<file path="config.mk">
export PLATFORM = sky130hd
export DESIGN_NAME = mem_access_unit
export DESIGN_NICKNAME = d
export VERILOG_FILES = /design/src/rtl/mem_access_unit_pkg.sv /design/src/rtl/mem_access_unit_lane_align.sv /design/src/rtl/mem_access_unit.sv
export SDC_FILE = /design/constraint.sdc
export NUM_CORES = 1
export LEC_CHECK = 0
export ABC_AREA = 1
export BUFFER_PORTS_ARGS = -buffer_cell sky130_fd_sc_hd__buf_2
export CORE_MARGIN = 4
export CORE_UTILIZATION = 50
export DETAILED_ROUTE_END_ITERATION = 10
export PLACE_DENSITY = 0.81
export SLEW_MARGIN = 5
export SYNTH_ARGS = -nofsm -noshare
export SYNTH_HDL_FRONTEND = slang
export SYNTH_SLANG_ARGS = --single-unit
</file>
<file path="constraint.sdc">
create_clock -name clk -period 2.35 [get_ports clk]
set_input_delay 0.3525 -clock clk [delete_from_list [all_inputs] [get_ports clk]]
set_output_delay 0.3525 -clock clk [all_outputs]
set_load 0.01 [all_outputs]
</file>
<file path="src/rtl/mem_access_unit_pkg.sv">
// Shared encodings for the data-memory access path: access sizes and FSM states.
package mem_access_unit_pkg;

  localparam logic [1:0] SZ_BYTE = 2'b00;
  localparam logic [1:0] SZ_HALF = 2'b01;
  localparam logic [1:0] SZ_WORD = 2'b10;

  typedef enum logic [1:0] {
    IDLE    = 2'd0,
    LD_WAIT = 2'd1,
    ST_RD   = 2'd2,
    ST_WR   = 2'd3
  } state_t;

  // Reserved size 11 is rejected the same way as an unaligned address.
  function automatic logic is_misaligned(input logic [1:0] size, input logic [1:0] offset);
    case (size)
      SZ_BYTE: return 1'b0;
      SZ_HALF: return offset[0];
      SZ_WORD: return offset != 2'b00;
      default: return 1'b1;
    endcase
  endfunction

endpackage

</file>
<file path="src/rtl/mem_access_unit_lane_align.sv">
// Combinational lane steering: extract/extend a load lane from a RAM word, and merge
// a sub-word store into the old RAM word.
module mem_access_unit_lane_align
  import mem_access_unit_pkg::*;
#(
  parameter bit BIG_ENDIAN = 1'b0
) (
  input  logic [1:0]  size,
  input  logic [1:0]  offset,
  input  logic        is_signed,
  input  logic [31:0] ram_word,
  input  logic [31:0] wdata,
  output logic [31:0] load_data,
  output logic [31:0] merged
);

  logic [4:0]  shamt;
  logic [31:0] mask;
  logic [31:0] lane;

  always_comb begin
    shamt = '0;
    mask  = '1;
    // Big-endian byte 0 lives in the top lane, so the offset is mirrored.
    case (size)
      SZ_BYTE: begin
        shamt = BIG_ENDIAN ? {~offset, 3'b000} : {offset, 3'b000};
        mask  = 32'h0000_00FF;
      end
      SZ_HALF: begin
        shamt = BIG_ENDIAN ? {~offset[1], 4'b0000} : {offset[1], 4'b0000};
        mask  = 32'h0000_FFFF;
      end
      default: ;
    endcase

    lane = ram_word >> shamt;
    case (size)
      SZ_BYTE: load_data = {{24{is_signed & lane[7]}}, lane[7:0]};
      SZ_HALF: load_data = {{16{is_signed & lane[15]}}, lane[15:0]};
      default: load_data = ram_word;
    endcase

    merged = (ram_word & ~(mask << shamt)) | ((wdata & mask) << shamt);
  end

endmodule

</file>
<file path="src/rtl/mem_access_unit.sv">
// Core data-port to word-wide data_ram adapter: sub-word loads, read-modify-write
// sub-word stores, misalignment rejection and core stall.
//   state   | meaning
//   IDLE    | accept request; word store writes here, misaligned rejected here
//   LD_WAIT | ram_dout valid, return extended load data
//   ST_RD   | ram_dout valid, latch merged word
//   ST_WR   | write merged word
module mem_access_unit
  import mem_access_unit_pkg::*;
#(
  parameter int RAM_AW     = 10,
  parameter bit BIG_ENDIAN = 1'b0
) (
  input  logic              clk,
  input  logic              rst,
  input  logic              req_valid,
  input  logic              req_wen,
  input  logic [1:0]        req_size,
  input  logic              req_signed,
  input  logic [31:0]       req_addr,
  input  logic [31:0]       req_wdata,
  output logic              req_stall,
  output logic [31:0]       rdata,
  output logic              rdata_valid,
  output logic              misalign,
  output logic              ram_we,
  output logic [RAM_AW-1:0] ram_addr,
  output logic [31:0]       ram_din,
  input  logic [31:0]       ram_dout
);

  state_t      state;
  logic [31:0] merge_q;
  logic [31:0] rdata_q;
  logic [31:0] load_data;
  logic [31:0] merged;
  logic        bad;

  // Upper address bits wrap into the RAM.
  logic [31-RAM_AW-2:0] unused_addr_hi;
  assign unused_addr_hi = req_addr[31:RAM_AW+2];

  assign ram_addr = req_addr[RAM_AW+1:2];
  assign bad      = is_misaligned(req_size, req_addr[1:0]);

  mem_access_unit_lane_align #(.BIG_ENDIAN(BIG_ENDIAN)) u_align (
    .size      (req_size),
    .offset    (req_addr[1:0]),
    .is_signed (req_signed),
    .ram_word  (ram_dout),
    .wdata     (req_wdata),
    .load_data (load_data),
    .merged    (merged)
  );

  always_ff @(posedge clk) begin
    if (rst) begin
      state   <= IDLE;
      merge_q <= '0;
      rdata_q <= '0;
    end else begin
      case (state)
        IDLE: begin
          if (req_valid && !bad) begin
            if (!req_wen)                state <= LD_WAIT;
            else if (req_size != SZ_WORD) state <= ST_RD;
          end
        end
        LD_WAIT: begin
          rdata_q <= load_data;
          state   <= IDLE;
        end
        ST_RD: begin
          merge_q <= merged;
          state   <= ST_WR;
        end
        ST_WR:   state <= IDLE;
        default: state <= IDLE;
      endcase
    end
  end

  // Outputs are gated by rst so a reset mid-store can never write the RAM.
  always_comb begin
    req_stall   = 1'b0;
    rdata_valid = 1'b0;
    misalign    = 1'b0;
    ram_we      = 1'b0;
    ram_din     = '0;
    rdata       = rdata_q;
    if (!rst) begin
      case (state)
        IDLE: begin
          if (req_valid) begin
            if (bad) begin
              misalign = 1'b1;
            end else if (req_wen && req_size == SZ_WORD) begin
              ram_we  = 1'b1;
              ram_din = req_wdata;
            end else begin
              req_stall = 1'b1;
            end
          end
        end
        LD_WAIT: begin
          rdata       = load_data;
          rdata_valid = 1'b1;
        end
        ST_RD: req_stall = 1'b1;
        ST_WR: begin
          ram_we  = 1'b1;
          ram_din = merge_q;
        end
        default: ;
      endcase
    end
  end

endmodule

</file>
======== Word level (Yosys, flattened, before mapping) ========
Cells that the tools add are included.
storage, ports and cells
  bits in registers ....................... 66
  input bits .............................. 103
  output and inout bits ................... 78
  word-level logic and storage cells ...... 59
cells by class
  eq/ne operators ......................... 8
  shift operators ......................... 3
  muxes and demuxes ....................... 31
  bitwise logic cells ..................... 6
  reductions and logical operators ........ 8
operator list
  operator            count
  $mux 32             6
  $pmux 32 s2         3
  $and 32x32->32      2
  $shl 32x5->32       2
  $not 32->32         1
  $or 32x32->32       1
  $shr 32x5->16       1
  $mux 1              14
  $pmux 5 s2          1
  $eq 2x2->1 const B  3
  $mux 2              3
  $pmux 2 s3          1
  $eq 2x1->1 const B  2
  $logic_not 2->1     2
  $ne 2x2->1 const B  2
  $pmux 1 s2          2
  $ne 3x3->1 const B  1
  $pmux 1 s3          1
  $and 1x1->1         2
  $logic_and 1x1->1   2
  $reduce_and 2->1    1
  $reduce_bool 2->1   1
  $reduce_or 2->1     1
  $logic_not 1->1     1

======== Longest topological paths before layout ========
Gate-level depths: netlist of the first run.
  depth in word-level cells ............... 7
  gate-level depth with buffers ........... 11
  depth with buffers taken out ............ 9

======== Modules after synthesis ========
From an unflattened synthesis of the first run, not the netlist that was laid out.
second synthesis, totals
  cell total of the unflattened synthesis .. 813
  area total of the unflattened synthesis .. 4,835.9 sq um
by module, submodules not included
  module                      instances  cells an instance  area each (sq um)  sequential area each (sq um)
  mem_access_unit             1          510                3,464.6            1,321.3
  mem_access_unit_lane_align  1          303                1,371.3            0.0

======== Worst setup path before layout of the first run ========
No wires, ideal clock.
  path kind ............................... reg2out
  start point ............................. register state[0]
  end point ............................... output port ram_din[22]
  data arrival time ....................... 1.539 ns
  required time ........................... 1.997 ns
  slack ................................... 0.458 ns
  stages on the path, launching flop included .. 8
  path buffers ............................ 1
  cell sequence ........................... dfxtp_1 > inv_1 > ha_1 > inv_1 > nor3_2 > buf_2 > nand3_1 > a21oi_1
on the way
  longest elaborated chain between the ends .. 3
  elaborated cells between the ends (all ways) .. 4
  classes of those cells .................. eq/ne: 1; mux: 2; reduce/logical: 1
ends and longest elaborated chain
  what                                           RTL line               source
  from (decl)                                    mem_access_unit.sv:32  state_t state;
  from (signal assigned)                         mem_access_unit.sv:58  state <= IDLE;
  from (signal assigned)                         mem_access_unit.sv:65  if (!req_wen) state <= LD_WAIT;
  from (signal assigned)                         mem_access_unit.sv:66  else if (req_size != SZ_WORD) state <= ST_RD;
  $eq 2x2->1 or $logic_not 2->1 (tied branches)  mem_access_unit.sv:92  case (state)
  $pmux 32 s2 *                                  mem_access_unit.sv:92
  $mux 32 *                                      mem_access_unit.sv:91  if (!rst) begin
  to (decl)                                      mem_access_unit.sv:28  output logic [31:0] ram_din,
Mark *: on every way between the ends. The rest lies on a longest branch, timed or not.

======== Final worst setup path of the first run ========
  start point ............................. register state[1]
  end point ............................... output port ram_din[3]
The elaborated chain is that of the path after synthesis.

==> flow_summary.ini, run 1 <==
[drt]
vias = 5715
drt-vias-per-instance = 5.52
drtAntennaViolNets = 0
drt_iter0_markers = 609
dr.pass1.iters = 6
wl_per_cell_um = 15.1
drc = 0
routed_wl_um = 15700

[setup_path]
end_kind = primary output
worstPathMaxFanout = 16
cp-start-kind = flop
startpoint = state[1]
reg2reg_depth = 6
cp_data_required_time_ns = 2.00
crit_type = reg2out
cp.arrival_ns = 1.88
rrSetupSlack_ns = 0.88
regToRegStartpoint = state[0]
critPathCapture = ram_din[3]
rr_endpoint = merge_q[6]

[clocking]
cts_buffer_depth = 2
cts_tree = built
clkLatencyLatePin_ns = 0.35
numCtsBuffers = 9
htree_levels = 3
ctsRootBufferMaster = clkbuf_8
clkSinkCount = 66
clk_pin_slew_worst_paths_ns = 0.08
postCtsHoldBufs = 0

[finish]
layout-drive-gt1-share = 0.245
post-route-cell-area_um2 = 5820
final_common_cell = nand2_1
fin_nets = 1009
area_growth_pct = 21.9
antenna_cells = 0
fin_cells = 1036
fill_cells = 944
layout_common_cells = nand2_1 (244), buf_2 (140), nand3_1 (89), a21oi_1 (87), dfxtp_1 (65)

[synthesis]
yosysTopAreaCell = dfxtp_1
syn_nets = 899
yosysSeqAreaShare = 0.277
synth_cells = 792
yosysWarningCount = 0
syn_area_um2 = 4780
avgSynthCellArea_um2 = 6.03
synth_seq_cells = 66
synth_cell_type_count = 30
ys_top_cells_by_area = dfxtp_1 (28%), nand2_1 (19%), nand3_1 (9.3%)
synth_top_area_share = 0.277

[timing]
period_needed_ns = 2.23
fin_crit_sh = 0.950
tightest_slew_ns = 0.463
hold_viol = 0
fmax_ghz = 0.448
setup_slack_ns = 0.118
timing.slew.headroom = 0.691
fin_skew_ns = 0.00749
setup_viol = 0
slew_violations = 0

[global_routing]
grt_pass1_vias = 5113
grt_pass1_wl_um = 25300
grt_overflow_total = 0
grt_max_degree = 50
antenna_found_initial = 0
grt_usage = 0.274

[placement]
hpwl_um = 11600
dp_cells = 1016
portBuffers = 140
place_ws_ns = 0.168
placement.cell_area_um2 = 5470
gp_congestion = 1.01

[job]
cap_violations = 0

[floorplan]
start_util = 0.515
num_io_pins = 181
die_x_um = 106
die_h_um = 106
dieArea_um2 = 11200
core_area_um2 = 9280
rows = 35

[run_status]
status = finished, final reports clean

[power_and_ir_drop]
p_per_area_nw_per_um2 = 873
p_total_mw = 5.09
p_leak_nw = 3.05
ir_drop_mv = 0.584

[hold_path]
hold_class = in2reg
## through the flow
stage	setup TNS [ns]	utilization	hold slack, ns
final	0	0.627	0.296
after global routing	-0.00260	0.627	0.298
after CTS	0	0.615	0.288
after detailed placement	0	0.589	0.464
after global placement	0	0.589	0.464
after floorplan	0	-	0.449
## Yosys cell counts, drive strengths merged
library cell / n
nand2: 250
nand3: 103
a21oi: 88
dfxtp: 66
inv: 65
nor2: 60
clkbuf: 37
o21ai: 35
buf: 30
o211ai: 18
a31oi: 14
a22oi: 8
nand4: 6
ha: 4
clkinv: 2
nand3b: 2
or2: 2
nor3: 1
nor4: 1
## layout make-up
type | count | area [um^2] | share of cell area
Clock buffer | 11 | 141 | 0.0243
Clock inverter | 5 | 77.6 | 0.0133
Inverter | 67 | 251 | 0.0432
Multi-Input combinational cell | 592 | 2890 | 0.497
Sequential cell | 66 | 1320 | 0.227
Tap cell | 129 | 161 | 0.0277
Timing Repair Buffer | 166 | 976 | 0.168
## worst min-delay path by stage
| stage | startpoint | end | slack [ns] | depth (start not counted) |
|---|---|---|---|---|
| floorplan | merge_q[0] | merge_q[0] | 0.45 | 2 |
| global placement | merge_q[22] | merge_q[22] | 0.46 | 2 |
| detailed placement | merge_q[7] | merge_q[7] | 0.46 | 2 |
| CTS | req_wdata[0] | merge_q[16] | 0.29 | 3 |
| global route | req_wdata[5] | merge_q[21] | 0.30 | 3 |
| finish | req_wdata[0] | merge_q[16] | 0.30 | 3 |
## metal layers
metal / vias up / GRT usage / share of wire
met5: - / 0 / 0
met3: 42 / 0.0741 / 0.12
met2: 316 / 0.431 / 0.45
li1: 2810 / - / -
met4: 0 / 0.0953 / 0.027
met1: 2547 / 0.363 / 0.41
## report_power, final
| group | internal (mW) | switching (mW) |
|---|---|---|
| Clock | 0.623 | 0.459 |
| Combinational | 0.869 | 1.42 |
| Sequential | 1.51 | 0.210 |
| Total | 3.00 | 2.08 |
## cells by family (layout without fill, tap and decap cells)
family / after synthesis / in the layout / share of synthesized area
and+or+nand+nor: 425 / 425 / 0.394
AOI/OAI and AO/OA: 163 / 163 / 0.192
buffers and inverters: 134 / 249 / 0.127
DFF: 66 / 66 / 0.277
adders and majority gates: 4 / 4 / 0.0105
## worst max-delay path: stages, from the launching register on
cell       delay [ns]
dfxtp_1          0.34
inv_2            0.12
ha_4             0.15
inv_1            0.08
nor3_4           0.16
buf_12           0.15
clkbuf_16        0.17
nand3_1          0.07
a21oi_1          0.13
buf_2            0.15
## sequential cells by signal, indices dropped and copies added (netlist names)
name,count
merge_q,32
rdata_q,32
state,2
## timing repair
action | CTS | global route
endpoints found under the setup margin | 34 | 65
setup buffers | 0 | 2
resized for setup | 6 | 9
pin swaps | 0 | 3
cloned | 0 | 2
No activity file was read; power rests on OpenSTA's default activity.
==> run 2: changes to the inputs <==
--- a/config.mk
+++ b/config.mk
@@ -8,9 +8,10 @@
 export ABC_AREA = 1
 export BUFFER_PORTS_ARGS = -buffer_cell sky130_fd_sc_hd__buf_2
 export CORE_MARGIN = 4
-export CORE_UTILIZATION = 50
+export CORE_UTILIZATION = 45
 export DETAILED_ROUTE_END_ITERATION = 10
-export PLACE_DENSITY = 0.81
+export PLACE_DENSITY = 0.74
+export REMOVE_ABC_BUFFERS = 1
 export SLEW_MARGIN = 5
 export SYNTH_ARGS = -nofsm -noshare
 export SYNTH_HDL_FRONTEND = slang
==> flow_summary.ini, run 2 (synthesis results as in run 1) <==
[run_status]
status = finished, final reports clean

[finish]
layout_common_cells = nand2_1 (244), buf_2 (140), nand3_1 (89), a21oi_1 (85), dfxtp_1 (66)
multi_input_area_um2 = 2890
fill_cells = 1091
post-route-cell-area_um2 = 5790
fin_nets = 1010
area_growth_pct = 21.1
seq_area_um2 = 1320
layout-drive-gt1-share = 0.242
final_common_cell = nand2_1
reg_top3 = merge_q: 32 flops, rdata_q: 32 flops, state: 2 flops

[placement]
placement.cell_area_um2 = 5520
gp_congestion = 0.902
portBuffers = 140
hpwl_um = 11200

[global_routing]
antenna_found_initial = 1
grt_pass1_vias = 4996
grt_pass1_wl_um = 24600
grt_overflow_total = 0
grt_max_degree = 56
grt_usage = 0.240

[setup_path]
worstPathMaxFanout = 16
end_kind = primary output
cp.arrival_ns = 1.90
crit_type = in2out
cp-start-kind = input port
cp_data_required_time_ns = 2.00

[power_and_ir_drop]
p_sw_mw = 2.03
power.share.switching = 0.411
p_per_area_nw_per_um2 = 854
p_leak_nw = 3.04
p_int_mw = 2.91
p_total_mw = 4.94
ir_drop_mv = 0.501
combPwrFrac = 0.456
power_frac_clock = 0.201
seq_power_share = 0.343

[clocking]
clkLatencyLatePin_ns = 0.33
cts_tree = built
numCtsBuffers = 9
ctsRootBufferMaster = clkbuf_8
clk_pin_slew_worst_paths_ns = 0.07
htree_levels = 3
clkSinkCount = 66
post_cts_buffers = 0
cts_buffer_depth = 2

[drt]
routed_wl_um = 15400
vias = 5523
drt_iter0_markers = 571
drt-vias-per-instance = 5.28
drc = 0
wl_per_cell_um = 14.8
dr.pass1.iters = 5
drtAntennaViolNets = 0

[floorplan]
num_io_pins = 181
die_h_um = 111
die_x_um = 111
rows = 37
core_area_um2 = 10300
start_util = 0.463
dieArea_um2 = 12300

[timing]
hold_viol = 0
fin_skew_ns = 0.00478
setup_tns_ns = 0
grt_setup_unrepaired = false
slew_violations = 0
fmax_ghz = 0.445
fin_crit_sh = 0.957
timing.slew.headroom = 0.650
tightest_slew_ns = 0.525
setup_viol = 0
period_needed_ns = 2.25

[hold_path]
hold_class = in2reg

[job]
cap_violations = 0
-- run 2: cell types whose count changed in the layout (fill, tap and decap cells not counted), moves of 2 or more --
cell      before  now
diode_2        0    2
a21oi_1       87   85
clkbuf_1       1    3
inv_1         59   61
inv_2          6    4
ha_4           2    0
a21oi_2        1    3
buf_4         19   23
-- run 2: stage by stage --
step	setup slack (ns)	cells	hold WS, ns	util
2_1_floorplan	-0.372	725	0.433	-
3_3_place_gp	0.147	1027	0.461	0.535
3_5_place_dp	0.130	1027	0.467	0.535
4_1_cts	0.0821	1043	0.296	0.554
5_1_grt	0.0113	1045	0.307	0.560
6_report	0.102	1046	0.304	0.561
-- run 2: per-layer routing --
metal | part of all wire | vias to the layer above | global-route usage | wire length, um
li1 | - | 2815 | - | -
met1 | 0.45 | 2459 | 0.316 | 7020
met2 | 0.44 | 219 | 0.376 | 6790
met3 | 0.083 | 30 | 0.0660 | 1280
met4 | 0.023 | 0 | 0.0876 | 357
met5 | 0 | - | 0 | 0
-- run 2: path summary, 6_finish.rpt --
path | end | slack (ns) | cells past startpoint | startpoint
worst max-delay path | ram_din[17] | 0.10 | 8 | req_size[1]
worst min-delay path | merge_q[20] | 0.30 | 3 | req_wdata[4]
worst max register to register | merge_q[22] | 0.91 | 8 | state[0]
worst min register to register | merge_q[3] | 0.49 | 2 | merge_q[3]
-- run 2: final cells by class --
type	instances	share of cell area
clock buffers	14	0.0281
diodes	2	0.000865
well taps	136	0.0294
flip-flops and latches	66	0.228
multi-input cells	592	0.499
repair buffers	167	0.164
inverters	67	0.0437
clock inverters	2	0.00605
-- run 2: critical path: stages --
cell and delay, ns:
buf_2 0.18, buf_4 0.25, nand3_1 0.18, nor3_4 0.33, clkbuf_16 0.23, nand3_1 0.08, a21oi_1 0.13, buf_2 0.15
-- run 2: repair_timing --
action / 4_1_cts / 5_1_grt
hold buffers: 0 / 0
gates cloned: 0 / 1
resized for setup: 1 / 10
pin swaps: 0 / 1
endpoints found under the setup margin: 2 / 37
-- run 2: power by group through the flow --
stage | Clock (mW) | Combinational [mW] | Sequential, mW
floorplan | 0 | 1.44 | 1.67
global placement | 0 | 2.20 | 1.70
detailed placement | 0 | 2.22 | 1.71
CTS | 1.00 | 2.24 | 1.69
global route | 1.05 | 2.57 | 1.73
finish | 0.992 | 2.25 | 1.69
==> run 3: changes to the inputs <==
--- a/config.mk
+++ b/config.mk
@@ -10,7 +10,7 @@
 export CORE_MARGIN = 4
 export CORE_UTILIZATION = 45
 export DETAILED_ROUTE_END_ITERATION = 10
-export PLACE_DENSITY = 0.74
+export PLACE_DENSITY = 0.7
 export REMOVE_ABC_BUFFERS = 1
 export SLEW_MARGIN = 5
 export SYNTH_ARGS = -nofsm -noshare
==> flow_summary.ini, run 3 (synthesis results as in run 1) <==
[floorplan]
start_util = 0.463
dieArea_um2 = 12300
rows = 37
die_h_um = 111
die_x_um = 111
core_area_um2 = 10300
num_io_pins = 181

[drt]
wl_per_cell_um = 14.7
met3_length_um = 1280
drc = 0
drtAntennaViolNets = 0
routed_wl_um = 15300
met1_length_um = 7050
dr.pass1.iters = 5
dr.max_layer_used = met4
wl_met2_um = 6730
vias = 5410
drt-vias-per-instance = 5.19
drt_iter0_markers = 563

[global_routing]
grt_usage = 0.240
grt_max_degree = 48
grt_pass1_wl_um = 24700
grt_pass1_vias = 4941
grt_overflow_total = 0
antenna_found_initial = 0

[timing]
fin_skew_ns = 0.00728
setup_slack_ns = 0.115
fmax_ghz = 0.447
setup_viol = 0
timing.slew.headroom = 0.741
tightest_slew_ns = 0.389
fin_crit_sh = 0.951
slew_violations = 0
hold_viol = 0
whs_ns = 0.304
period_needed_ns = 2.23

[placement]
place_ws_ns = 0.0503
gp_congestion = 0.901
portBuffers = 140
hpwl_um = 11000
placement.cell_area_um2 = 5530

[power_and_ir_drop]
power.share.switching = 0.420
combPwrFrac = 0.474
p_leak_nw = 3.03
p_total_mw = 4.78
p_sw_mw = 2.01
p_per_area_nw_per_um2 = 828
p_int_mw = 2.77
ir_drop_mv = 0.440
power_frac_clock = 0.173
seq_power_share = 0.354

[setup_path]
worstPathMaxFanout = 16
crit_type = reg2out
cp-start-kind = flop
cp_slowest_stage_delay_ns = 0.34
startpoint = state[0]
cp_data_required_time_ns = 2.00
crit_buf_inv = 5
cp_cell_sequence = inv_2 > ha_4 > inv_1 > nor3_4 > buf_4 > clkbuf_16 > nand3_1 > a21oi_1 > buf_2
critical-path-slowest-cell = dfxtp_1
end_kind = primary output
regToRegStartpoint = state[0]
cp.arrival_ns = 1.88
path_delay_family = buffers and inverters

[finish]
layout_common_cells = nand2_1 (244), buf_2 (140), nand3_1 (89), a21oi_1 (86), dfxtp_1 (66)
fin_nets = 1011
multi_input_area_um2 = 2890
reg_top3 = merge_q: 32 flops, rdata_q: 32 flops, state: 2 flops
final_common_cell = nand2_1
area_growth_pct = 20.9
seq_area_um2 = 1320
post-route-cell-area_um2 = 5780
fill_cells = 1100
layout-drive-gt1-share = 0.246
antenna_cells = 0
fin_util = 0.559

[clocking]
htree_levels = 3
cts_tree = built
numCtsBuffers = 9
clkLatencyLatePin_ns = 0.34
postCtsHoldBufs = 0
ctsRootBufferMaster = clkbuf_8
clk_pin_slew_worst_paths_ns = 0.07
cts_buffer_depth = 2
clkSinkCount = 66

[hold_path]
hold_class = in2reg
min-delay-start = req_wdata[4]

[run_status]
status = finished, final reports clean

[job]
cap_violations = 0
[run 3: area by class of cell]
class	instances	area share
tap	136	0.0295
timing repair buffer	168	0.169
multi-input combinational	592	0.501
sequential	66	0.229
clock inverter	3	0.00303
inverter	67	0.0440
clock buffer	11	0.0245
[run 3: routing by layer]
metal  vias to the layer above  global-route usage
met1                      2348               0.334
li1                       2807                   -
met3                        21              0.0524
met4                         0              0.0770
met5                         -                   0
met2                       234               0.368
[run 3: what timing repair did]
action | CTS | global route
pin swaps | 0 | 2
gates resized for setup | 1 | 15
cloned | 0 | 1
buffers inserted | 0 | 2
endpoints found under the setup margin | 32 | 63
[run 3: power groups by stage]
stage | combinational, mW | sequential (mW) | clock (mW)
after detailed placement | 2.21 | 1.71 | 0
after CTS | 2.22 | 1.68 | 0.849
after global routing | 2.59 | 1.74 | 0.890
final | 2.27 | 1.69 | 0.825
after global placement | 2.19 | 1.70 | 0
after floorplan | 1.44 | 1.67 | 0
[run 3: per-stage QoR]
step | setup TNS (ns) | std cells
2_1_floorplan | -15.47 | 725
6_report | 0 | 1043
3_5_place_dp | 0 | 1026
3_3_place_gp | 0 | 1026
5_1_grt | -0.00660 | 1043
4_1_cts | 0 | 1040
[run 3: worst min-delay path, cell delays in order]
cell and delay [ns]:
buf_2 0.12, nand2_1 0.06, a31oi_1 0.06
[run 3: final timing paths]
| check | to | slack [ns] | cells after the start |
|---|---|---|---|
| min reg2reg | merge_q[5] | 0.48 | 2 |
| max reg2reg | merge_q[22] | 0.75 | 9 |
| max | ram_din[26] | 0.12 | 9 |
| min | merge_q[20] | 0.30 | 3 |
